[config.mk]
export PLATFORM = sky130hd
export DESIGN_NAME = e_digit_sequencer
export DESIGN_NICKNAME = d
export VERILOG_FILES = /design/src/rtl/e_digit_sequencer_pkg.sv /design/src/rtl/e_digit_sequencer_digit_fifo.sv /design/src/rtl/e_digit_sequencer.sv
export SDC_FILE = /design/constraint.sdc
export NUM_CORES = 1
export LEC_CHECK = 0
export ABC_AREA = 1
export BUFFER_PORTS_ARGS = -buffer_cell sky130_fd_sc_hd__buf_2
export CAP_MARGIN = 10
export CORE_AREA = 5 5 145 147
export CTS_BUF_LIST = sky130_fd_sc_hd__clkbuf_16
export DETAILED_ROUTE_END_ITERATION = 7
export DIE_AREA = 0 0 150 152
export REMOVE_ABC_BUFFERS = 1
export SYNTH_ARGS = -nofsm -noshare
export SYNTH_HDL_FRONTEND = slang
export SYNTH_HIERARCHICAL = 1
export SYNTH_SLANG_ARGS = --single-unit
[constraint.sdc]
create_clock -name clk -period 3 [get_ports clk]
set_input_delay 0.3 -clock clk [delete_from_list [all_inputs] [get_ports clk]]
set_output_delay 0.3 -clock clk [all_outputs]
set_load 0.02 [all_outputs]
[src/rtl/e_digit_sequencer_pkg.sv]
// Shared types for the e digit sequencer: FSM states, error codes and a
// small saturating-increment helper.
package e_digit_sequencer_pkg;

  typedef enum logic [2:0] {
    S_IDLE,
    S_CALC_GO,
    S_CALC_WAIT,
    S_CONV_GO,
    S_CONV_WAIT,
    S_DRAIN,
    S_FAIL
  } state_t;

  localparam logic [1:0] ERR_NONE     = 2'd0;
  localparam logic [1:0] ERR_TIMEOUT  = 2'd1;
  localparam logic [1:0] ERR_FIFO_OVF = 2'd2;
  localparam logic [1:0] ERR_CNT_OVF  = 2'd3;

  function automatic logic [7:0] sat_inc8(input logic [7:0] v);
    return (v == 8'hFF) ? v : v + 8'd1;
  endfunction

endpackage

[src/rtl/e_digit_sequencer_digit_fifo.sv]
// Synchronous digit FIFO with extra-MSB pointers for full/empty; flush resets
// both pointers and wins over push/pop in the same cycle.
module digit_fifo #(
  parameter int WIDTH = 4,
  parameter int DEPTH = 16
) (
  input  logic                     clk,
  input  logic                     rst,
  input  logic                     flush,
  input  logic                     push,
  input  logic [WIDTH-1:0]         din,
  input  logic                     pop,
  output logic [WIDTH-1:0]         dout,
  output logic                     empty,
  output logic                     full,
  output logic [$clog2(DEPTH):0]   count
);
  localparam int AW = $clog2(DEPTH);
  localparam logic [AW:0] PTR_ONE = 1;

  logic [WIDTH-1:0] mem [DEPTH];
  logic [AW:0]      wr_ptr;
  logic [AW:0]      rd_ptr;
  logic             do_push;
  logic             do_pop;

  assign empty   = (wr_ptr == rd_ptr);
  assign full    = (wr_ptr[AW] != rd_ptr[AW]) && (wr_ptr[AW-1:0] == rd_ptr[AW-1:0]);
  assign count   = wr_ptr - rd_ptr;
  assign dout    = mem[rd_ptr[AW-1:0]];
  assign do_pop  = pop && !empty;
  // A pop frees the head slot this cycle, so a push into a full FIFO is legal then.
  assign do_push = push && (!full || do_pop);

  always_ff @(posedge clk or posedge rst) begin
    if (rst) begin
      wr_ptr <= '0;
      rd_ptr <= '0;
    end else if (flush) begin
      wr_ptr <= '0;
      rd_ptr <= '0;
    end else begin
      if (do_push) wr_ptr <= wr_ptr + PTR_ONE;
      if (do_pop)  rd_ptr <= rd_ptr + PTR_ONE;
    end
  end

  always_ff @(posedge clk) begin
    if (do_push && !flush) mem[wr_ptr[AW-1:0]] <= din;
  end

endmodule

[src/rtl/e_digit_sequencer.sv]
// Sequences one e computation run: e_calc, then convert_to_10, buffering the
// decimal digits and streaming them out over valid/ready.
//   state     | meaning
//   IDLE      | waiting for go
//   CALC_GO   | calc_start pulse
//   CALC_WAIT | waiting for calc_done (timed)
//   CONV_GO   | conv_start pulse
//   CONV_WAIT | capturing digits until conv_done (timed per digit)
//   DRAIN     | emptying FIFO, then run_done
//   FAIL      | error latched, FIFO flushed, back to IDLE
module e_digit_sequencer
  import e_digit_sequencer_pkg::*;
#(
  parameter int DIGIT_W        = 4,
  parameter int FIFO_DEPTH     = 16,
  parameter int MAX_DIGITS     = 128,
  parameter int TIMEOUT_CYCLES = 100000
) (
  input  logic               clk,
  input  logic               rst,
  input  logic               go,
  input  logic               abort,
  output logic               calc_start,
  input  logic               calc_done,
  output logic               conv_start,
  input  logic               conv_valid,
  input  logic [DIGIT_W-1:0] conv_digit,
  input  logic               conv_done,
  output logic               out_valid,
  input  logic               out_ready,
  output logic [DIGIT_W-1:0] out_digit,
  output logic               busy,
  output logic               run_done,
  output logic               err,
  output logic [1:0]         err_code,
  output logic [7:0]         digit_count
);
  localparam int TMR_W = $clog2(TIMEOUT_CYCLES + 1);
  localparam int CNT_W = $clog2(MAX_DIGITS + 1);
  localparam int LVL_W = $clog2(FIFO_DEPTH) + 1;
  localparam logic [TMR_W-1:0] TMR_LOAD = TMR_W'(TIMEOUT_CYCLES - 1);
  localparam logic [TMR_W-1:0] TMR_ONE  = 1;
  localparam logic [CNT_W-1:0] CNT_MAX  = CNT_W'(MAX_DIGITS);
  localparam logic [CNT_W-1:0] CNT_ONE  = 1;

  state_t             state;
  logic [TMR_W-1:0]   timer;
  logic [CNT_W-1:0]   n_acc;
  logic               fifo_flush;
  logic               fifo_push;
  logic               fifo_pop;
  logic               fifo_empty;
  logic               fifo_full;
  logic [DIGIT_W-1:0] fifo_dout;
  logic [LVL_W-1:0]   fifo_level;
  logic               fail_now;
  logic [1:0]         fail_code;

  assign out_valid = !fifo_empty;
  assign out_digit = fifo_empty ? '0 : fifo_dout;
  assign fifo_pop  = out_valid && out_ready;

  // Error priority: FIFO overflow, then digit-count overflow, then timeout.
  always_comb begin
    fifo_push = 1'b0;
    fail_now  = 1'b0;
    fail_code = ERR_NONE;
    if (!abort && state == S_CONV_WAIT && conv_valid) begin
      if (fifo_full && !fifo_pop) begin
        fail_now  = 1'b1;
        fail_code = ERR_FIFO_OVF;
      end else if (n_acc == CNT_MAX) begin
        fail_now  = 1'b1;
        fail_code = ERR_CNT_OVF;
      end else begin
        fifo_push = 1'b1;
      end
    end
    if (!abort && !fail_now && timer == '0 &&
        ((state == S_CALC_WAIT && !calc_done) ||
         (state == S_CONV_WAIT && !conv_valid && !conv_done))) begin
      fail_now  = 1'b1;
      fail_code = ERR_TIMEOUT;
    end
  end

  assign fifo_flush = abort || (state == S_IDLE && go) || fail_now;

  digit_fifo #(
    .WIDTH (DIGIT_W),
    .DEPTH (FIFO_DEPTH)
  ) u_fifo (
    .clk   (clk),
    .rst   (rst),
    .flush (fifo_flush),
    .push  (fifo_push),
    .din   (conv_digit),
    .pop   (fifo_pop),
    .dout  (fifo_dout),
    .empty (fifo_empty),
    .full  (fifo_full),
    .count (fifo_level)
  );

  always_ff @(posedge clk or posedge rst) begin
    if (rst) begin
      state       <= S_IDLE;
      timer       <= '0;
      n_acc       <= '0;
      calc_start  <= 1'b0;
      conv_start  <= 1'b0;
      busy        <= 1'b0;
      run_done    <= 1'b0;
      err         <= 1'b0;
      err_code    <= ERR_NONE;
      digit_count <= '0;
    end else begin
      calc_start <= 1'b0;
      conv_start <= 1'b0;
      run_done   <= 1'b0;
      if (abort) begin
        state <= S_IDLE;
        busy  <= 1'b0;
      end else begin
        case (state)
          S_IDLE: begin
            if (go) begin
              state       <= S_CALC_GO;
              calc_start  <= 1'b1;
              busy        <= 1'b1;
              err         <= 1'b0;
              err_code    <= ERR_NONE;
              digit_count <= '0;
              n_acc       <= '0;
            end
          end
          S_CALC_GO: begin
            state <= S_CALC_WAIT;
            timer <= TMR_LOAD;
          end
          S_CALC_WAIT: begin
            if (calc_done) begin
              state      <= S_CONV_GO;
              conv_start <= 1'b1;
            end else if (fail_now) begin
              state    <= S_FAIL;
              err      <= 1'b1;
              err_code <= fail_code;
            end else begin
              timer <= timer - TMR_ONE;
            end
          end
          S_CONV_GO: begin
            state <= S_CONV_WAIT;
            timer <= TMR_LOAD;
          end
          S_CONV_WAIT: begin
            if (fail_now) begin
              state    <= S_FAIL;
              err      <= 1'b1;
              err_code <= fail_code;
            end else begin
              if (fifo_push) begin
                n_acc       <= n_acc + CNT_ONE;
                digit_count <= sat_inc8(digit_count);
                timer       <= TMR_LOAD;
              end else if (timer != '0) begin
                timer <= timer - TMR_ONE;
              end
              if (conv_done) state <= S_DRAIN;
            end
          end
          S_DRAIN: begin
            if (fifo_level == '0) begin
              state    <= S_IDLE;
              run_done <= 1'b1;
              busy     <= 1'b0;
            end
          end
          S_FAIL: begin
            state <= S_IDLE;
            busy  <= 1'b0;
          end
          default: begin
            state <= S_IDLE;
            busy  <= 1'b0;
          end
        endcase
      end
    end
  end

endmodule

# Word level (Yosys, flattened, before mapping)

Memory sizes are Yosys's and may differ from the RTL's.
Index checks and enable logic that the tools add are counted.

Add/sub/neg operators: 6
Equality and inequality tests: 22
Muxes and demuxes: 61
Bitwise logic cells: 1
Reductions and logical operators: 45

Operator list:

| operator                                           | count |
|---|---|
| 2-to-1 mux 17 bit                                  | 5 |
| case mux 17 bit (3 select lines)                   | 1 |
| 2-to-1 mux 8 bit                                   | 6 |
| case mux 8 bit (2 select lines)                    | 2 |
| 2-to-1 mux 1 bit                                   | 24 |
| 2-to-1 mux 3 bit                                   | 7 |
| 2-to-1 mux 5 bit                                   | 4 |
| case mux 3 bit (6 select lines)                    | 1 |
| zero test 17 bit                                   | 1 |
| nonzero test 17 bit                                | 1 |
| subtractor 17 x 1 -> 17 bit, second input constant | 1 |
| adder 8 x 1 -> 8 bit, second input constant        | 2 |
| == test 8 bit, second input constant               | 2 |
| logical AND 1 bit                                  | 15 |
| 2-to-1 mux 2 bit                                   | 7 |
| AND reduction 6 bit                                | 2 |
| adder 5 x 1 -> 5 bit, second input constant        | 2 |
| != test 2 bit, second input constant               | 5 |
| zero test 1 bit                                    | 9 |
| != test 4 bit, second input constant               | 2 |
| AND reduction 4 bit                                | 2 |
| == test 3 x 2 -> 1 bit, second input constant      | 2 |
| == test 3 bit, second input constant               | 2 |
| != test 3 bit, second input constant               | 2 |
| 20 further kinds                                   | 28 |

Register bits: 53
RAM bits: 64
Input port bits: 12
Output and inout bits: 20
Memories: 1

Memories:

| name       | words | bits a word | rd ports | clocked after Yosys merged registers in | write ports | RTL line                           | RTL |
|---|---|---|---|---|---|---|---|
| u_fifo.mem | 16    | 4           | 1        | 0                                       | 1           | e_digit_sequencer_digit_fifo.sv:21 | `logic [WIDTH-1:0] mem [DEPTH];` |

# Logic depth before layout (Yosys ltp)

Gate-level depths: netlist of the first run.

Depth after elaboration: 17
Gate-level depth with buffers: 18
Mapped depth without buffers: 15

# Hierarchy

Netlist of the first run, hierarchy kept.

By module, submodules not included:

| module            | times used | cells an instance | area an instance (um^2) | seq. area each (um^2) |
|---|---|---|---|---|
| digit_fifo        | 1          | 421               | 3797.4                  | 2172.1 |
| e_digit_sequencer | 1          | 419               | 2870.3                  | 1076.0 |

# Least setup slack after synthesis of the first run

Ideal clock, no wire load.

Path kind: flip-flop to flip-flop
Start: register u_fifo.rd_ptr[1]
End: memory u_fifo.mem[2][0], enable pin
Data arrival time: 2756 ps
Slack: -117 ps
Cell stages (with the launch flop): 17
Clock period less this slack: 3117 ps
Cell sequence: dfrtp_1 -> buf_4 -> inv_2 -> buf_4 -> ha_1 -> nand2_1 -> nor2_4 -> nand2_1 -> inv_1 -> o21ai_2 -> o21ai_0 -> nand2_1 -> nand3_1 -> o21bai_1 -> inv_1 -> nand2_1 -> nor3_1

Cells in the longest elaborated chain, start to end: 17

RTL lines:

| item                                       | RTL line                           | RTL |
|---|---|---|
| start, declared                            | e_digit_sequencer_digit_fifo.sv:23 | `logic [AW:0] rd_ptr;` |
| start signal, assigned                     | e_digit_sequencer_digit_fifo.sv:44 | `if (do_pop) rd_ptr <= rd_ptr + PTR_ONE;` |
| == test 5 bit (*)                          | e_digit_sequencer_digit_fifo.sv:27 | `assign empty = (wr_ptr == rd_ptr);` |
| via fifo_empty                             | e_digit_sequencer.sv:52            | `logic fifo_empty;` |
| zero test 1 bit (*)                        | e_digit_sequencer.sv:59            | `assign out_valid = !fifo_empty;` |
| logical AND 1 bit (*)                      | e_digit_sequencer.sv:61            | `assign fifo_pop = out_valid && out_ready;` |
| zero test 1 bit (*)                        | e_digit_sequencer.sv:69            | `if (fifo_full && !fifo_pop) begin` |
| logical AND 1 bit (*)                      | e_digit_sequencer.sv:69            |  |
| 2-to-1 mux 1 bit (*)                       | e_digit_sequencer.sv:69            |  |
| 2-to-1 mux 1 bit (*)                       | e_digit_sequencer.sv:68            | `if (!abort && state == S_CONV_WAIT && conv_valid) begin` |
| zero test 1 bit                            | e_digit_sequencer.sv:79            | `if (!abort && !fail_now && timer == '0 &&` |
| logical AND 1 bit (3 in series)            | e_digit_sequencer.sv:79            |  |
| 2-to-1 mux 1 bit (*)                       | e_digit_sequencer.sv:79            |  |
| logical OR 1 bit (*)                       | e_digit_sequencer.sv:87            | `assign fifo_flush = abort \|\| (state == S_IDLE && go) \|\| fail_now;` |
| via fifo_flush                             | e_digit_sequencer.sv:49            | `logic fifo_flush;` |
| zero test 1 bit (*)                        | e_digit_sequencer_digit_fifo.sv:49 | `if (do_push && !flush) mem[wr_ptr[AW-1:0]] <= din;` |
| logical AND 1 bit (*)                      | e_digit_sequencer_digit_fifo.sv:49 |  |
| 2-to-1 mux 1 bit (*)                       | e_digit_sequencer_digit_fifo.sv:49 |  |
| 2-to-1 mux 1 bit (implied by the code) (*) | e_digit_sequencer_digit_fifo.sv:49 |  |
| end, declared                              | e_digit_sequencer_digit_fifo.sv:21 |  |

Mark *: on every way through the listed nets, which the timed path passes. The rest lies on a longest branch.

# Worst setup path in the final report of the first run

Start: register u_fifo.rd_ptr[2]
End: memory u_fifo.mem[15][0], enable pin

Same word-level chain as after synthesis.

==> results of run 1 <==
==> layer usage <==
metal / part of all wire (%) / GRT usage, % / vias up
met2: 50 / 24.9 / 81
met3: 4.1 / 2.95 / 15
met1: 45 / 17.9 / 2441
li1: - / - / 2770
met5: 0 / 0 / -
met4: 1.3 / 4.84 / 0
==> repair_timing <==
action,4_1_cts,5_1_grt
endpoints found under the setup margin,8,75
pin swaps,0,1
hold buffers,1,0
gates cloned,0,1
hold endpoints to repair,10,0
gates resized for setup,2,15
==> final cells by class <==
type / instances / area, um2 / area share, %
multi-input cells: 558 / 2790 / 35.7
flip-flops and latches: 117 / 3250 / 41.6
well taps: 270 / 338 / 4.33
inverters: 144 / 543 / 6.96
repair buffers: 52 / 315 / 4.04
clock inverters: 15 / 149 / 1.91
clock buffers: 17 / 425 / 5.45
==> cell usage after synthesis (2+ instances only) <==
| library cell | instances | area share, % |
|---|---|---|
| nor2_1 | 83 | 4.7 |
| nand2_1 | 243 | 14 |
| nor3_1 | 11 | 0.83 |
| o21ai_1 | 4 | 0.30 |
| buf_6 | 4 | 0.68 |
| o21ai_2 | 2 | 0.26 |
| inv_1 | 137 | 7.7 |
| xor2_1 | 10 | 1.3 |
| nor2_4 | 4 | 0.68 |
| nand3_1 | 95 | 7.1 |
| a21oi_1 | 11 | 0.83 |
| buf_4 | 7 | 0.79 |
| dfrtp_1 | 53 | 20 |
| buf_2 | 7 | 0.53 |
| o31ai_1 | 2 | 0.23 |
| edfxtp_1 | 64 | 29 |
| nor4_1 | 2 | 0.19 |
| nor2_2 | 2 | 0.19 |
| nand4_1 | 13 | 1.2 |
| nand3_4 | 2 | 0.53 |
| o21ai_0 | 27 | 2.0 |
| xnor2_1 | 6 | 0.79 |
| o21bai_1 | 2 | 0.23 |
| inv_2 | 5 | 0.28 |
| clkbuf_1 | 3 | 0.17 |
| o211ai_1 | 7 | 0.79 |
| nand2_4 | 2 | 0.34 |
| nand2_2 | 6 | 0.56 |
| ha_1 | 14 | 2.6 |
==> metrics by stage <==
step                      area (um2)  TNS, ns
final                           7800        0
after global routing            7800    -1.58
after CTS                       7760        0
after detailed placement        7160        0
after global placement          7160        0
after floorplan                 6520   -34.11
==> report_power, final <==
group	switching [uW]	internal, uW
logic	937	441
registers	164	1850
clock network	704	1280
==> registers in the layout, summed over array words and instances, names as in the netlist <==
register and flops:
u_fifo/mem 64, timer 17, digit_count 8, n_acc 8, u_fifo/rd_ptr 5, u_fifo/wr_ptr 5, state 3, err_code 2
busy 1, calc_start 1, conv_start 1, err 1, run_done 1
==> path summary, 6_finish.rpt <==
check	to	depth (start not counted)
setup / recovery	u_fifo/mem[15][0]	15
hold / removal	state[1]	2
setup reg to reg	u_fifo/mem[15][0]	15
hold reg to reg	busy	2
max in group asynchronous	err_code[0]	3
min in group asynchronous	u_fifo/rd_ptr[0]	3
==> cells by family after synthesis <==
logic type                 Yosys count  synth area share (%)
xor gates and xnor gates            16                  2.10
adders and majority gates           15                  2.93
DFF                                117                  48.7
and+or+nand+nor                    469                  31.0
AOI/OAI and AO/OA                   57                  4.90
buffers and inverters              166                  10.4
==> reports/metrics.yaml, run 1 <==
critical_path.max_fanout: 10
area_delta_synth_final_pct: 17.0
critPathArrivalTime_ns: 2.87
grt_max_degree: 44
route.detailed.drc: 0
synth_flop_cell: "edfxtp_1"
whs_ns: 0.153
clock_latency_ns: 0.42
final_hold_viol_count: 0
crit_path_cell_trace: "inv_1 -> ha_1 -> nand2_2 -> nor2_4 -> nand2_1 -> inv_1 -> o21ai_2 -> o21ai_0 -> nand2_1 -> nand3_1 -> o21bai_1 -> inv_2 -> buf_4 -> nand2_8 -> nor2_2"
worstSetupPathType: "flop to flop"
ys_seq_area_share_pct: 48.7
end_kind: "flop"
pre_cts_ws_ns: 0.0164
syn_avg_cell_area_um2: 7.94
min-delay-path-class: "input pin to flop"
worst_pin_slew_ns: 0.906
final_net_count: 917
slowest_delay_ns: 0.37
stdcell_count: 1173
ys_async_sr_fraction_pct: 45.3
ant_nets: 0
cellLeakagePower_uw: 0.00375
maxCapViolCount: 0
synth_edf_count: 64
design.core.area_mm2: 0.0198
start_util_pct: 33.7
fill_cells: 2084
diodes: 0
cts_tree: "built"
grt_pass1_wl_mm: 26.0
layout_common_cells: "nand2_1 (243), inv_1 (138), nand3_1 (95)"
htreeDepth: 4
ioPinCount: 32
vdd_drop_max_v: 0.000427
r2r_slack_ns: 0.23
cts_sinks: 117
min_from: "abort"
ys_seq_elements: 117
setup_viol_count_final: 0
skew_ns: 0.00923
critPathLaunch: "u_fifo/rd_ptr[2]"
wl_per_cell_um: 13.5
portBuffers: 31
drt_iter0_markers: 366
synth_cells: 840
total_power_uw: 5370
via_per_inst: 4.52
fp-row-count: 52
drv_slew: 0
drive_gt1_share_pct: 13.6
clockBufferDepth: 2
die_x_um: 150
slew-limit-headroom_pct: 39.5
outcome: "complete, no violations"
final_common_cell: "nand2_1"
fin_crit_sh_pct: 92.3
postLayoutSetupSlackWorst_ns: 0.232
die_area_mm2: 0.0228
die_h_um: 152
cpLargestDelayFamily: "simple AND/OR/NAND/NOR gates"
critPathBufInv: 4
clk_pin_slew_worst_paths_ns: 0.05
vias: 5307
gp_congestion: 0.826
finalCriticalPeriod_ns: 2.77
clockRootBuffer: "clkbuf_16"
hpwl_mm: 11.1
firstDrtPassIters: 6
clock.fmax_mhz: 361
yosysUniqueCellTypes: 41
slowest_stage: "dfrtp_1"
grtUsageTotal_pct: 14.4
syn-cell-area_mm2: 0.00667
synth.yosys.warnings: 6
grt_pass1_vias: 5238
dpl.cell_count: 1139
rsz0062_at_grt: "yes"
cts_setup_buffers: 0
required_ns: 3.11
crit_path_start_kind: "flop"
grt_overflow: 0
antenna_found_initial: 0
fin_util_pct: 39.5
r2r_start: "u_fifo/rd_ptr[2]"
routed_wl_mm: 15.9
cts_made_buffers: 17
power_density_mw_per_mm2: 688
(Power assumes the default switching activity.)
==> run 2, diff against run 1 <==
PLACE_DENSITY = 0.57   (was not set)
==> run 2 against run 1 <==
Effect of this change: global-route usage is 0.52 points higher; clock-buffer cell count unchanged; fmax fell by 1.1%; sequential power about the same; first-iteration DRC count grew 5.2%; combinational power is essentially flat; critical path depth down 1.
==> reports/metrics.yaml, run 2 (synthesized netlist as in run 1, its figures left out) <==
outcome: "complete, no violations"
via_per_inst: 4.63  # +2.4%
skew_ns: 0.00976  # +0.000534 ns
cts_sinks: 117  # unchanged
min_from: "abort"
clockRootBuffer: "clkbuf_16"
r2r-end: "u_fifo/mem[13][0]"
pre_cts_ws_ns: 0.0346  # +0.0182 ns
clk_pin_slew_worst_paths_ns: 0.06  # about the same
min_to: "state[1]"
setup_viol_count_final: 0  # unchanged
critical_path.max_fanout: 11  # +1
ioPinCount: 32  # unchanged
rr_worst_depth: 14  # -1
slew-limit-headroom_pct: 36.1  # -3.4 points
hold_depth: 2  # unchanged
grt_max_degree: 44  # unchanged
final_net_count: 918  # +0.11%
maxCapViolCount: 0  # unchanged
finalCriticalPeriod_ns: 2.80  # +0.0303 ns
path_depth: 14  # -1
critPathBufInv: 3  # -1
portBuffers: 31  # unchanged
grt_pass1_vias: 5196  # -0.80%
cts_made_buffers: 17  # unchanged
drt_iter0_markers: 385  # +5.2%
firstDrtPassIters: 5  # -1
area_delta_synth_final_pct: 16.8
r2r_slack_ns: 0.20  # -0.03 ns
grt_pass1_wl_mm: 26.8  # +3.1%
worst_pin_slew_ns: 0.957  # +0.0514 ns
cts_tree: "built"
vdd_drop_max_v: 0.000443  # +3.8%
grtUsageTotal_pct: 14.9  # +0.52 points
die_h_um: 152  # unchanged
drive_gt1_share_pct: 13.6  # unchanged
cellLeakagePower_uw: 0.00375  # about the same
clockBufferDepth: 2  # unchanged
antenna_found_initial: 0  # unchanged
crit_path_cell_trace: "ha_1 -> nand2_2 -> nor2_4 -> nand2_1 -> inv_1 -> o21ai_2 -> o21ai_0 -> nand2_1 -> nand3_1 -> o21bai_1 -> inv_2 -> buf_4 -> nand2_8 -> nor2_2"
postLayoutSetupSlackWorst_ns: 0.202  # -0.0303 ns
start_util_pct: 33.7  # unchanged
min-delay-path-class: "input pin to flop"
htreeDepth: 4  # unchanged
cts_setup_buffers: 0  # unchanged
crit_top_cell: "nand2_1"
ant_nets: 0  # unchanged
clock.fmax_mhz: 357  # -1.1%
fin_crit_sh_pct: 93.3  # +1.0 points
r2r_start: "u_fifo/wr_ptr[3]"
largest_register_ffs: 64  # unchanged
rsz0062_at_grt: "yes"
design.core.area_mm2: 0.0198  # unchanged
fill_cells: 2055  # -1.4%
route.detailed.drc: 0  # unchanged
wl_per_cell_um: 13.8  # +2.2%
cpLargestDelayFamily: "simple AND/OR/NAND/NOR gates"
crit_path_start_kind: "flop"
hpwl_mm: 11.6  # +3.9%
diodes: 0  # unchanged
clock_latency_ns: 0.42  # about the same
required_ns: 3.10  # about the same
fp-row-count: 52  # unchanged
grt_overflow: 0  # unchanged
die_x_um: 150  # unchanged
die_area_mm2: 0.0228  # unchanged
power_density_mw_per_mm2: 679  # -1.4%
gp_congestion: 0.842  # +2.0%
worstSetupPathType: "flop to flop"
slowest_delay_ns: 0.38  # about the same
routed_wl_mm: 16.2  # +2.2%
final_hold_viol_count: 0  # unchanged
end_kind: "flop"
critPathArrivalTime_ns: 2.90  # +0.03 ns
drv_slew: 0  # unchanged
final_common_cell: "nand2_1"
layout_common_cells: "nand2_1 (243), inv_1 (136), nand3_1 (95)"
slowest_stage: "dfrtp_1"
vias: 5435  # +2.4%
total_power_uw: 5280  # -1.6%
[run 2: cell count changes in the layout (fill, tap and decap cells not counted), sizes merged]
cell / previous run / this run
clkinv: 7 / 10
buf: 51 / 53
inv: 146 / 144
bufinv: 3 / 2
clkinvlp: 3 / 2
nor2: 90 / 89
[run 2: per-layer routing]
layer	global-route usage [%]	vias to the layer above	wire, um
met5	0	-	0
met2	24.4	114	8040
met3	3.22	32	643
li1	-	2783	-
met1	19.1	2506	7060
met4	6.49	0	471
[run 2: repair_timing]
| action | CTS | global route |
|---|---|---|
| setup endpoints to repair | 0 | 56 |
| gates resized for setup | 0 | 16 |
| endpoints found under the hold margin | 10 | 0 |
| hold buffers | 1 | 0 |
[run 2: per-stage QoR]
stage               util, %  instances  area [um2]  TNS [ns]  hold WS (ns)
CTS                    39.1       1173        7730         0         0.113
global route           39.4       1173        7790    -0.640         0.131
finish                 39.4       1173        7790         0         0.125
detailed placement     36.3       1141        7180         0         0.341
global placement       36.3       1141        7180         0         0.341
floorplan                 -        818        6520    -34.11         0.140
[run 2: area by class of cell]
| type | instances | area, um2 | share of cell area (%) |
|---|---|---|---|
| clock buffer | 17 | 425 | 5.46 |
| multi-input combinational | 557 | 2780 | 35.7 |
| tap | 270 | 338 | 4.34 |
| inverter | 144 | 543 | 6.97 |
| timing repair buffer | 54 | 330 | 4.24 |
| clock inverter | 14 | 120 | 1.54 |
| sequential | 117 | 3250 | 41.7 |
[run 2: where the power goes]
group | switching (uW) | internal, uW
clock network | 706 | 1190
registers | 169 | 1850
logic | 928 | 441
[run 2: worst reg2reg max path, stage by stage (launching register included)]
cell and delay, ns:
dfrtp_1 0.38, ha_1 0.35, nand2_2 0.13, nor2_4 0.06, nand2_1 0.11, inv_1 0.08
o21ai_2 0.14, o21ai_0 0.09, nand2_1 0.09, nand3_1 0.10, o21bai_1 0.22, inv_2 0.17
buf_4 0.23, nand2_8 0.13, nor2_2 0.22
[run 2: worst max-delay path by stage]
stage                        endpoint              from  slack, ns
floorplan           u_fifo/mem[10][0]  u_fifo/rd_ptr[0]      -0.69
global placement     u_fifo/mem[0][2]  u_fifo/wr_ptr[3]       0.16
detailed placement  u_fifo/mem[13][2]  u_fifo/wr_ptr[3]       0.03
CTS                 u_fifo/mem[13][0]  u_fifo/wr_ptr[3]       0.03
global route        u_fifo/mem[12][3]  u_fifo/wr_ptr[3]      -0.03
finish              u_fifo/mem[13][0]  u_fifo/wr_ptr[3]       0.20
